[config.mk]
export PLATFORM = sky130hd
export DESIGN_NAME = shift_serializer
export DESIGN_NICKNAME = d
export VERILOG_FILES = /design/src/rtl/shift_serializer_pkg.sv /design/src/rtl/ser_tick_gen.sv /design/src/rtl/shift_serializer.sv
export SDC_FILE = /design/constraint.sdc
export NUM_CORES = 1
export LEC_CHECK = 0
export BUFFER_PORTS_ARGS = -buffer_cell sky130_fd_sc_hd__buf_4
export CORE_ASPECT_RATIO = 1.25
export CORE_MARGIN = 10
export CORE_UTILIZATION = 55
export DETAILED_ROUTE_END_ITERATION = 16
export PLACE_DENSITY_LB_ADDON = 0.3
export SLEW_MARGIN = 40
export SYNTH_ARGS = -nofsm -noshare
export SYNTH_HDL_FRONTEND = slang
export SYNTH_SLANG_ARGS = --single-unit
[constraint.sdc]
create_clock -name clk -period 2.7 [get_ports clk]
set_input_delay 0.135 -clock clk [delete_from_list [all_inputs] [get_ports clk]]
set_output_delay 0.135 -clock clk [all_outputs]
set_load 0.05 [all_outputs]
[src/rtl/shift_serializer_pkg.sv]
// Shared definitions for the shift serializer: FSM state encoding and
// helpers that size the divider and bit counters from the block parameters.
package shift_serializer_pkg;

    localparam int STATE_W = 2;

    typedef enum logic [STATE_W-1:0] {
        ST_IDLE  = 2'd0,
        ST_SHIFT = 2'd1,
        ST_LATCH = 2'd2
    } state_e;

    // Divider counts 0..CLK_DIV-1; keep at least one bit when CLK_DIV is 1.
    function automatic int div_cnt_w(input int clk_div);
        return (clk_div <= 1) ? 1 : $clog2(clk_div);
    endfunction

    // Bit counter must hold BIT_WIDTH itself, not just BIT_WIDTH-1.
    function automatic int bit_cnt_w(input int bit_width);
        return $clog2(bit_width + 1);
    endfunction

endpackage

[src/rtl/ser_tick_gen.sv]
// Half-period divider for sclk: phase is the registered sclk level, tick
// marks the last clk cycle of the current half-period.
module ser_tick_gen
    import shift_serializer_pkg::*;
#(
    parameter int CLK_DIV = 4
) (
    input  logic clk,
    input  logic rst_n,
    input  logic clear,
    input  logic enable,
    output logic phase,
    output logic tick
);

    localparam int CW = div_cnt_w(CLK_DIV);
    localparam logic [CW-1:0] CNT_MAX = CW'(CLK_DIV - 1);

    logic [CW-1:0] cnt_q, cnt_d;
    logic          phase_q, phase_d;

    assign tick  = enable && (cnt_q == CNT_MAX);
    assign phase = phase_q;

    always_comb begin
        cnt_d   = cnt_q;
        phase_d = phase_q;
        if (clear) begin
            cnt_d   = '0;
            phase_d = 1'b0;
        end else if (enable) begin
            if (cnt_q == CNT_MAX) begin
                cnt_d   = '0;
                phase_d = ~phase_q;
            end else begin
                cnt_d = cnt_q + 1'b1;
            end
        end
    end

    always_ff @(posedge clk or negedge rst_n) begin
        if (!rst_n) begin
            cnt_q   <= '0;
            phase_q <= 1'b0;
        end else begin
            cnt_q   <= cnt_d;
            phase_q <= phase_d;
        end
    end

endmodule

[src/rtl/shift_serializer.sv]
// Parallel-to-serial driver for an external shift-register chain: shifts one
// frame out on sdata/sclk, then strobes latch and pulses done.
module shift_serializer
    import shift_serializer_pkg::*;
#(
    parameter int BIT_WIDTH = 16,
    parameter int CLK_DIV   = 4,
    parameter int MSB_FIRST = 1
) (
    input  logic                 clk,
    input  logic                 rst_n,
    input  logic                 start,
    input  logic                 abort,
    input  logic [BIT_WIDTH-1:0] par_in,
    output logic                 sdata,
    output logic                 sclk,
    output logic                 latch,
    output logic                 busy,
    output logic                 done,
    output logic [STATE_W-1:0]   dbg_state
);

    localparam int BCW = bit_cnt_w(BIT_WIDTH);
    localparam logic [BCW-1:0] BITS = BCW'(BIT_WIDTH);

    state_e               state_q, state_d;
    logic [BIT_WIDTH-1:0] shreg_q, shreg_d;
    logic [BCW-1:0]       bitcnt_q, bitcnt_d;
    logic                 sdata_q, sdata_d;
    logic                 latch_q, latch_d;
    logic                 busy_q, busy_d;
    logic                 done_q, done_d;

    logic phase, tick, gen_clear, gen_enable, last_shift;

    function automatic logic out_bit(input logic [BIT_WIDTH-1:0] v);
        return (MSB_FIRST != 0) ? v[BIT_WIDTH-1] : v[0];
    endfunction

    function automatic logic [BIT_WIDTH-1:0] shifted(input logic [BIT_WIDTH-1:0] v);
        return (MSB_FIRST != 0) ? {v[BIT_WIDTH-2:0], 1'b0} : {1'b0, v[BIT_WIDTH-1:1]};
    endfunction

    // The divider is held cleared outside SHIFT/LATCH and re-cleared on every
    // state exit, so sclk (the divider phase flop) is low whenever not shifting.
    assign gen_enable = (state_q != ST_IDLE);
    assign last_shift = (state_q == ST_SHIFT) && tick && phase && (bitcnt_q == BCW'(1));
    assign gen_clear  = (state_q == ST_IDLE) || abort || last_shift ||
                        ((state_q == ST_LATCH) && tick);

    ser_tick_gen #(
        .CLK_DIV(CLK_DIV)
    ) u_tick_gen (
        .clk   (clk),
        .rst_n (rst_n),
        .clear (gen_clear),
        .enable(gen_enable),
        .phase (phase),
        .tick  (tick)
    );

    always_comb begin
        state_d  = state_q;
        shreg_d  = shreg_q;
        bitcnt_d = bitcnt_q;
        sdata_d  = sdata_q;
        done_d   = 1'b0;
        case (state_q)
            ST_IDLE: begin
                if (start) begin
                    state_d  = ST_SHIFT;
                    shreg_d  = par_in;
                    bitcnt_d = BITS;
                    sdata_d  = out_bit(par_in);
                end
            end
            ST_SHIFT: begin
                if (abort) begin
                    state_d = ST_IDLE;
                end else if (tick && phase) begin
                    shreg_d  = shifted(shreg_q);
                    bitcnt_d = bitcnt_q - 1'b1;
                    // Keep the final bit on sdata through LATCH and IDLE.
                    if (bitcnt_q == BCW'(1)) begin
                        state_d = ST_LATCH;
                    end else begin
                        sdata_d = out_bit(shreg_d);
                    end
                end
            end
            ST_LATCH: begin
                if (abort) begin
                    state_d = ST_IDLE;
                end else if (tick) begin
                    state_d = ST_IDLE;
                    done_d  = 1'b1;
                end
            end
            default: state_d = ST_IDLE;
        endcase
        latch_d = (state_d == ST_LATCH);
        busy_d  = (state_d != ST_IDLE);
    end

    always_ff @(posedge clk or negedge rst_n) begin
        if (!rst_n) begin
            state_q  <= ST_IDLE;
            shreg_q  <= '0;
            bitcnt_q <= '0;
            sdata_q  <= 1'b0;
            latch_q  <= 1'b0;
            busy_q   <= 1'b0;
            done_q   <= 1'b0;
        end else begin
            state_q  <= state_d;
            shreg_q  <= shreg_d;
            bitcnt_q <= bitcnt_d;
            sdata_q  <= sdata_d;
            latch_q  <= latch_d;
            busy_q   <= busy_d;
            done_q   <= done_d;
        end
    end

    assign sdata     = sdata_q;
    assign sclk      = phase;
    assign latch     = latch_q;
    assign busy      = busy_q;
    assign done      = done_q;
    assign dbg_state = state_q;

endmodule

==> results.cfg <==
[status]
status = completed

[die]
dieArea_sq_mm = 0.00503
io-pin-count = 27
start_util = 0.580
die_x_microns = 65.5
design.core.area_sq_mm = 0.00245
die_h_microns = 76.8
fp-row-count = 20

[clocking]
cts.repair.resized = 0
clockBufferDepth = 2
cts_tree = built
clk-insertion-delay-late_ps = 330
clk_pin_slew_ps = 90
ctsHoldBuffers = 1
clkSinkCount = 29
cts_root_buf = clkbuf_4
cts_buffers = 5
cts_setup_buffers = 0
htree_num_levels = 2

[place]
place_inst = 189
post_dp_cell_area_sq_mm = 0.00162
place_congestion = 0.717
io_buffers = 26
dpl.hpwl_microns = 2000

[route]
vias_per_cell = 5.39
drt_iter0_markers = 32
finalWirelength_microns = 2700
drt-pass1-iter-count = 6
postRouteAntennaNets = 0
vias = 1067
wire_per_inst_microns = 13.7
drc_errors = 0

[grt]
overflow = 0
grt_pass1_wl_microns = 4750
grt_max_degree = 30
antenna_found_initial = 0
grt_pass1_vias = 1062
track_usage = 0.117

[finish]
layout-drive-gt1-share = 0.224
final_common_cell = dfrtp_1
layout_common_cells = dfrtp_1 (29), buf_4 (28), nand2_1 (19)
final_cells = 198
area_delta_synth_final_pct = 17.8
nets = 187
antenna_cells = 0
fin_area_sq_mm = 0.00167
multi_input_area_sq_um = 616
fill_cells = 228
final_core_util = 0.683
seqCellArea_sq_um = 726

[yosys]
synth_top_area_frac = 0.511
synth_largest_area_cell = dfrtp_1
synthesis.nets = 160
syn-cell-area_sq_mm = 0.00142
ys_ff_latch = 29
synth.area.top_cells = dfrtp_1 (51%), mux2i_1 (9.9%), o21ai_0 (6.3%)
syn_avg_cell_area_sq_um = 10.4
synth_cell_type_count = 30
yosysWarningCount = 0
synthCells = 137
yosysSeqAreaShare = 0.511

[power_and_ir_drop]
vdd_ir_drop_max_mv = 0.441
p_per_area_mw_per_mm2 = 782
p_leak_nw = 0.826

[setup_path]
crit_family = compound AO/OA/AOI/OAI gates
worstPathRequired_ps = 2900
critPathMaxStageDelay_ps = 400
reg2reg_depth = 5
critical_path_class = flop to flop
r2r-start = u_tick_gen.cnt_q[0]
end_kind = flop
reg2reg_slack_ps = 890
path_max_fanout = 29
cp_slowest_cell = o22ai_2
start_kind = flop
cp_num_buf_inv = 1
critPathArrivalTime_ps = 2020
crit_path_cell_trace = ha_1 > and2_1 > o22ai_2 > buf_4 > o21ai_0
timing.rr.end = shreg_q[11]

[worst_hold_path]
hold_path_end = shreg_q[0]
hp-class = input port to flop
hold_depth = 2
hp-start = par_in[0]

[job]
drv_cap = 0

[sta]
post-route-period-util = 0.672
layout_min_cycle_time_ps = 1810
slew_viol_final = 0
max_freq_mhz = 551
finClkSkew_ps = 4.68
rsz0062_at_grt = no
worst_pin_slew_ps = 621
setup_tns_ps = 0
hold_viol = 0
setup_viol_count_final = 0
slew_headroom = 0.580
[worst max-delay path by stage]
stage,startpoint,endpoint,slack (ps),depth (start not counted)
finish,u_tick_gen.cnt_q[0],shreg_q[11],890,5
CTS,bitcnt_q[1],latch,890,6
global placement,u_tick_gen.cnt_q[0],shreg_q[2],950,5
detailed placement,u_tick_gen.cnt_q[0],shreg_q[11],910,5
global route,u_tick_gen.cnt_q[0],shreg_q[4],720,6
floorplan,dbg_state[0],bitcnt_q[4],860,6
[synthesized netlist by cell type]
library cell / n
o31ai_1: 1
a21oi_1: 5
buf_6: 2
o22a_1: 4
nor3b_4: 1
nor3_1: 2
clkbuf_1: 2
o22ai_1: 1
inv_1: 6
buf_2: 4
buf_4: 1
dfrtp_1: 29
or3_1: 5
nand2b_2: 1
a22o_1: 1
o2111a_1: 1
and2_1: 1
nand2_1: 19
nor3b_2: 1
o22ai_2: 1
nor4b_1: 2
a31oi_1: 1
o21ai_0: 18
mux2i_1: 14
nor2_1: 5
or3b_1: 1
nor4_1: 1
ha_1: 3
nand2b_1: 2
nor2b_1: 2
[routing by layer]
layer | part of all wire | track usage | vias up
met5 | 0 | 0 | -
met3 | 0.073 | 0.0581 | 6
met4 | 0.016 | 0.0536 | 0
met2 | 0.47 | 0.177 | 23
li1 | - | - | 535
met1 | 0.44 | 0.135 | 503
[metrics by stage]
step	power, mW	hold slack (ps)	setup WS, ps
detailed placement	1.08	73.6	909
finish	1.31	26.1	886
global placement	1.04	72.6	945
CTS	1.32	19.4	888
global route	1.42	21.6	716
floorplan	0.953	-161	863
[logic make-up (layout without fill, tap and decap cells)]
kind of cell,Yosys count,after routing,synth area share
flip-flops,29,29,0.511
buffers and inverters,15,43,0.0563
AND/OR/NAND/NOR,43,43,0.166
AO/OA/AOI/OAI,33,33,0.143
adder cells (fa/ha/maj),3,3,0.0264
multiplexers,14,14,0.0986
[state kept, by name (all words and copies together) (netlist names)]
| register | flops |
|---|---|
| done | 1 |
| dbg_state | 2 |
| bitcnt_q | 5 |
| busy | 1 |
| u_tick_gen.cnt_q | 2 |
| shreg_q | 15 |
| sdata | 1 |
| latch | 1 |
| u_tick_gen.phase | 1 |
[final cells by class]
cell class | count | area share
sequential | 29 | 0.433
timing repair buffer | 29 | 0.132
tap | 33 | 0.0247
multi-input combinational | 93 | 0.368
inverter | 6 | 0.0135
clock buffer | 8 | 0.0291
[power breakdown]
part | internal [mW] | leakage, nW | total [mW] | switching [mW]
Clock | 0.104 | 0.0265 | 0.248 | 0.144
Combinational | 0.175 | 0.431 | 0.385 | 0.210
Sequential | 0.575 | 0.368 | 0.677 | 0.102
Total | 0.853 | 0.826 | 1.31 | 0.456
[worst register-to-register path, delay by kind of cell, from the launching register on]
family                     cells  cell delay [ps]
DFF                            1              390
and+or+nand+nor                1              190
AOI/OAI and AO/OA              2              540
adders and majority gates      1              250
buffers and inverters          1              340
No activity file was read; power rests on OpenSTA's default activity.
